`src/rtl/fp_pkg.sv`:
```
// Shared single-precision constants, IEEE-754 single layout and the converter state type.
package fp_pkg;

    localparam int EXP_W = 8;
    localparam int MAN_W = 23;
    localparam int BIAS  = 127;

    typedef struct packed {
        logic             sign;
        logic [EXP_W-1:0] exp;
        logic [MAN_W-1:0] man;
    } fp32_t;

    typedef enum logic [1:0] {
        IDLE  = 2'd0,
        NORM  = 2'd1,
        ROUND = 2'd2,
        DONE  = 2'd3
    } cvt_state_t;

endpackage

```
`src/rtl/fp_round_rne.sv`:
```
// Round-to-nearest-even of a normalized magnitude (hidden bit dropped) into a 23-bit mantissa.
module fp_round_rne
    import fp_pkg::*;
(
    input  logic [EXP_W-1:0] exp_pre,
    input  logic [30:0]      mag,
    output logic [EXP_W-1:0] exp_rnd,
    output logic [MAN_W-1:0] man_rnd,
    output logic             inexact
);

    logic             guard;
    logic             sticky;
    logic             inc;
    logic [MAN_W:0]   sum;

    assign guard   = mag[7];
    assign sticky  = |mag[6:0];
    assign inc     = guard & (sticky | mag[8]);
    assign sum     = {1'b0, mag[30:8]} + {{MAN_W{1'b0}}, inc};
    // A carry out leaves the mantissa at zero and bumps the exponent by one.
    assign man_rnd = sum[MAN_W-1:0];
    assign exp_rnd = exp_pre + {{(EXP_W-1){1'b0}}, sum[MAN_W]};
    assign inexact = guard | sticky;

endmodule

```
`src/rtl/int_to_fp_converter.sv`:
```
// Signed integer to IEEE-754 single converter with iterative normalization and RNE rounding.
// Define FP_CVT_FAST_NORM_EN to normalize in 8-bit steps while the top byte is zero.
module int_to_fp_converter
    import fp_pkg::*;
#(
    parameter int XLEN = 32
) (
    input  logic            clk,
    input  logic            rst_n,
    input  logic            in_valid,
    output logic            in_ready,
    input  logic [XLEN-1:0] in_int,
    output logic            out_valid,
    input  logic            out_ready,
    output logic [XLEN-1:0] out_fp,
    output logic            out_inexact
);

    localparam logic [EXP_W-1:0] EXP_INIT = EXP_W'(BIAS + XLEN - 1);

    cvt_state_t       state, state_nxt;
    logic             sign;
    logic [XLEN-1:0]  mag;
    logic [EXP_W-1:0] exp;
    logic [XLEN-1:0]  abs_int;
    logic             accept;
    logic [EXP_W-1:0] rexp;
    logic [MAN_W-1:0] rman;
    logic             rinexact;
    fp32_t            res;

    // Two's-complement negate; -2^31 wraps to 0x80000000, which is the right magnitude.
    assign abs_int = in_int[XLEN-1] ? (~in_int + 1'b1) : in_int;
    assign accept  = in_valid & in_ready;

    fp_round_rne u_round (
        .exp_pre (exp),
        .mag     (mag[30:0]),
        .exp_rnd (rexp),
        .man_rnd (rman),
        .inexact (rinexact)
    );

    assign res = '{sign: sign, exp: rexp, man: rman};

    always_ff @(posedge clk) begin
        if (!rst_n) state <= IDLE;
        else        state <= state_nxt;
    end

    always_comb begin
        state_nxt = state;
        case (state)
            IDLE:    if (accept) state_nxt = (in_int == '0) ? DONE : NORM;
            NORM:    if (mag[XLEN-1]) state_nxt = ROUND;
            ROUND:   state_nxt = DONE;
            DONE:    if (out_ready) state_nxt = IDLE;
            default: state_nxt = IDLE;
        endcase
    end

    always_comb begin
        in_ready  = (state == IDLE);
        out_valid = (state == DONE);
    end

    always_ff @(posedge clk) begin
        if (!rst_n) begin
            sign        <= 1'b0;
            mag         <= '0;
            exp         <= '0;
            out_fp      <= '0;
            out_inexact <= 1'b0;
        end else begin
            case (state)
                IDLE: if (accept) begin
                    sign        <= in_int[XLEN-1];
                    mag         <= abs_int;
                    exp         <= EXP_INIT;
                    // Zero goes straight to DONE, so the cleared result is the answer.
                    out_fp      <= '0;
                    out_inexact <= 1'b0;
                end
                NORM: if (!mag[XLEN-1]) begin
`ifdef FP_CVT_FAST_NORM_EN
                    if (mag[XLEN-1 -: 8] == 8'd0) begin
                        mag <= mag << 8;
                        exp <= exp - EXP_W'(8);
                    end else begin
                        mag <= mag << 1;
                        exp <= exp - 1'b1;
                    end
`else
                    mag <= mag << 1;
                    exp <= exp - 1'b1;
`endif
                end
                ROUND: begin
                    out_fp      <= res;
                    out_inexact <= rinexact;
                end
                default: ;
            endcase
        end
    end

endmodule

```
`config.mk`:
```
export PLATFORM = sky130hd
export DESIGN_NAME = int_to_fp_converter
export DESIGN_NICKNAME = d
export VERILOG_FILES = /design/src/rtl/fp_pkg.sv /design/src/rtl/fp_round_rne.sv /design/src/rtl/int_to_fp_converter.sv
export SDC_FILE = /design/constraint.sdc
export NUM_CORES = 1
export LEC_CHECK = 0
export ABC_AREA = 1
export BUFFER_PORTS_ARGS = -buffer_cell sky130_fd_sc_hd__buf_2
export CAP_MARGIN = 40
export CORE_MARGIN = 3
export CORE_UTILIZATION = 60
export DETAILED_ROUTE_END_ITERATION = 6
export GPL_TIMING_DRIVEN = 0
export HOLD_SLACK_MARGIN = 0.12
export PLACE_DENSITY = 0.89
export SYNTH_ARGS = -nofsm -noshare
export SYNTH_HDL_FRONTEND = slang
export SYNTH_SLANG_ARGS = --single-unit
```
`constraint.sdc`:
```
create_clock -name clk -period 4.15 [get_ports clk]
set_input_delay 0.6225 -clock clk [delete_from_list [all_inputs] [get_ports clk]]
set_output_delay 0.6225 -clock clk [all_outputs]
set_load 0.01 [all_outputs]
```
==> run summary <==
The fill cell instance count of the final layout is 691. The H-tree level count came out at 3. The die footprint came out at 0.009242 mm2.

The beginning of the worst register-to-register path is mag[20]$_SDFFE_PN0P_. The tightest min-delay check is of the reg2reg type. The number of cells produced by synthesis is 786.

Counting every sink on the clock net gives 76. The worst setup path category is reg2reg. The post-synthesis share of cell area spent on and, or, nand and nor gates came out at 36.58%.

The clock latency reported for the late side of the worst-skew pair came out at 360 ps. The iteration count of the initial detailed-routing pass is 6. The floorplan step set the die width to 96.14 um. The maximum fanout count along the critical path came out at 5.

The adder and majority gate portion of the synthesized area is 2.310%. CTS placed an instance of sky130_fd_sc_hd__clkbuf_8 at the clock tree root. The setup skew after layout came out at 18.79 ps. The final routed wire length divided by cell count came out at 14.80 um. The number of global-route vias before repair is 5032.

The combined area of the multi-input logic cells came out at 0.002902 mm2. The combined buffer and inverter count along the critical path is 0. Of the post-synthesis cell area, the part taken by muxes is 0%. The ratio of cells with drive above 1 in the final layout came out at 15.38%. The endpoint kind of the worst setup timing path is a flip-flop. The achievable clock frequency is 375.2 MHz. The number of nets in the layout is 911. The run finished with clean final reports. Buffers inserted during clock tree synthesis total 9. The portion of the clock cycle consumed by the worst path in the final layout is 64.22%.

The total of endpoints with negative setup slack in the final report is 0. The number of top-level pins came out at 71. The main combinational cell family by area after synthesis is simple AND/OR/NAND/NOR gates. The number of antenna cells inserted is 0.

The largest vdd supply drop is 0.2674 mV. Post-CTS repair changed the size of 0 cells. Registers take 0.001521 mm2.

The total grt overflow is 0. For this run, design rule violations remaining after detail routing come to 0. The worst path needs 2665 ps of the cycle, external delays included.

The maximum count of clock buffers along a single path came out at 2. In this run, synthesis produced a sequential element count of 76. The final sum of negative setup slack came out at 0 ps.

For this run, the number of standard cells in the final layout without fillers is 973. The via count normalized by instance count came out at 5.678. The sum of net half-perimeters after detailed placement came out at 11.18 mm. The number of placed instances, taps included, is 957. The total wirelength of the detailed-routed design came out at 14.40 mm. The launching instance or port of the critical path is mag[20]$_SDFFE_PN0P_. The xor and xnor fraction of the mapped netlist area came out at 0.1797%. The max-slew violation total from the final report came out at 0.

At the pin with the least slew margin, the transition time is 526.7 ps. The wire length of the first global-routing pass came out at 23.14 mm. The number of nets still failing antenna checks after routing came out at 0. The required time at the endpoint of the critical path is 4430 ps. The count of standard-cell rows came out at 32. The final estimated routing congestion in global placement came out at 0.9414.

The overall via count from detail_route is 5525. The clock edge transition at the registers on the reported setup and hold paths is 80 ps. The highest-delay cell along the critical path is sky130_fd_sc_hd__dfxtp_1. The top cell family by delay on the critical path is simple AND/OR/NAND/NOR gates. The global-route total usage across every layer is 31.76%. Walking the worst path, the cells encountered are nand2_1 > nor2_2 > nand3b_1 > nand3b_1 > nor3_1 > ha_1 > nand3_1 > nor2_1 > nand3_1 > a21oi_1 > o21ai_0 > a21oi_1. During synthesis, Yosys emitted a total of 0 warnings. The reg-to-reg setup timing slack came out at 1480 ps. STA classifies the critical path startpoint as a flip-flop. The maximum single-stage delay on the critical path is 450 ps. The initial antenna violation count came out at 0. The pin count of the biggest net entering global routing came out at 14. The initial core utilization is 62.44%. Setup repair after global routing left no endpoint under its margin. The worst hold path begins at out_fp[4]$_SDFFE_PN0P_.

The synthesized netlist occupies a cell area of 0.004875 mm2. The CTS tree is yes. The chip height came out at 96.14 um. The max capacitance violation total came out at 0. The area growth from synthesis to layout is 13.63%. The number of different library cells used by synthesis comes to 36.

The power density relative to cell area came out at 570.4 mW/mm2. In this run the tool buffered the top-level ports with 69 buffer cells. The critical path data arrival time came out at 2940 ps.

The core box area is 0.007807 mm2. The library cell used most frequently in the layout, excluding fill and tap cells, is sky130_fd_sc_hd__nand2_1. The number of failing hold endpoints at the final stage came out at 0. The hold-fix buffer count after cts came out at 0. After clock tree synthesis, the setup repair step added 0 buffers. The register area share after synthesis came out at 31.21%. The mean instance size in the synthesized netlist came out at 6.202 um2.

For this design the static power due to leakage is 2.467 nW. The worst slew margin relative to its limit came out at 64.89%. The library cells used most frequently in the layout, excluding fill and tap cells, are sky130_fd_sc_hd__nand2_1 (185), sky130_fd_sc_hd__a21oi_1 (111), sky130_fd_sc_hd__nor2_1 (87). The detailed router finished its first iteration with 417 violations.

The post-synthesis net count came out at 831. The compound-gate portion of the synthesized area came out at 20.46%.
Yosys cell counts, drive strengths merged:
cell type  count  area share (%)
clkinv         1           0.077
o211ai         1            0.15
a31oi          3            0.39
or2            5            0.64
nand2        188              15
nand3         89             9.7
ha             9             2.3
o21ai         66             7.1
a221oi         1            0.18
nor2         100             8.8
o41ai          1            0.18
o21bai         3            0.46
dfxtp         76              31
a21oi        111              11
nor3           2            0.21
clkbuf        12            0.92
nand3b         7             1.1
and3           1            0.13
a21o           3            0.46
nand4         10             1.4
o31ai          1            0.15
inv           77             5.9
buf           18             2.3
xor2           1            0.18
worst register-to-register path: stages, from the launching register on:
cell and delay (ps):
sky130_fd_sc_hd__dfxtp_1 450, sky130_fd_sc_hd__nand2_1 140, sky130_fd_sc_hd__nor2_2 240, sky130_fd_sc_hd__nand3b_1 140, sky130_fd_sc_hd__nand3b_1 240, sky130_fd_sc_hd__nor3_1 300
sky130_fd_sc_hd__ha_1 260, sky130_fd_sc_hd__nand3_1 130, sky130_fd_sc_hd__nor2_1 150, sky130_fd_sc_hd__nand3_1 150, sky130_fd_sc_hd__a21oi_1 170, sky130_fd_sc_hd__o21ai_0 100
sky130_fd_sc_hd__a21oi_1 120
registers in the layout (all words and copies together), names as in the netlist:
register	cells
mag	32
out_fp	32
sign	1
out_inexact	1
state	2
exp	8
where the power goes:
group | total, mW | leakage (nW) | switching, mW | internal (mW)
Combinational | 1.43 | 1.75 | 0.946 | 0.484
Clock | 0.562 | 0.0927 | 0.284 | 0.278
Sequential | 1.17 | 0.622 | 0.245 | 0.923
Total | 3.16 | 2.47 | 1.47 | 1.68
layout make-up:
type / count / share of cell area [%]
buffer: 30 / 2.869
clock buffer: 10 / 2.304
clock inverter: 6 / 1.152
inverter: 78 / 5.286
multi-input combinational: 602 / 52.38
sequential: 76 / 27.47
tap: 102 / 2.304
timing repair buffer: 69 / 6.234
worst paths after layout:
kind	to	cells after the start
setup / recovery	out_fp[30]$_SDFFE_PN0P_	12
hold / removal	out_fp[4]$_SDFFE_PN0P_	2
setup reg to reg	out_fp[30]$_SDFFE_PN0P_	12
hold reg to reg	out_fp[4]$_SDFFE_PN0P_	2
routing by layer:
layer / share of wire [%] / GRT usage, % / vias up / wire (um)
met5: 0 / 0 / - / 0
met4: 2.6 / 13.51 / 0 / 381
met3: 7.6 / 4.848 / 40 / 1093
li1: - / - / 2765 / -
met1: 42 / 40.53 / 2466 / 6003
met2: 48 / 52.90 / 254 / 6919
cell families after synthesis:
group,count (synthesis)
AND/OR/NAND/NOR,402
AO/OA/AOI/OAI,190
buffers and inverters,108
flip-flops,76
adder cells (fa/ha/maj),9
XOR/XNOR,1
stage by stage:
step	area, um2	setup WS, ps	hold slack (ps)	total power, mW	util [%]
2_1_floorplan	4875	2113	441.0	2.131	-
3_3_place_gp	5348	1680	446.2	2.485	68.49
6_report	5539	1485	463.8	3.159	70.95
4_1_cts	5539	1542	464.2	3.114	70.95
5_1_grt	5539	1202	483.4	3.376	70.95
3_5_place_dp	5348	1631	452.1	2.558	68.49
No activity file was read; power rests on OpenSTA's default activity.
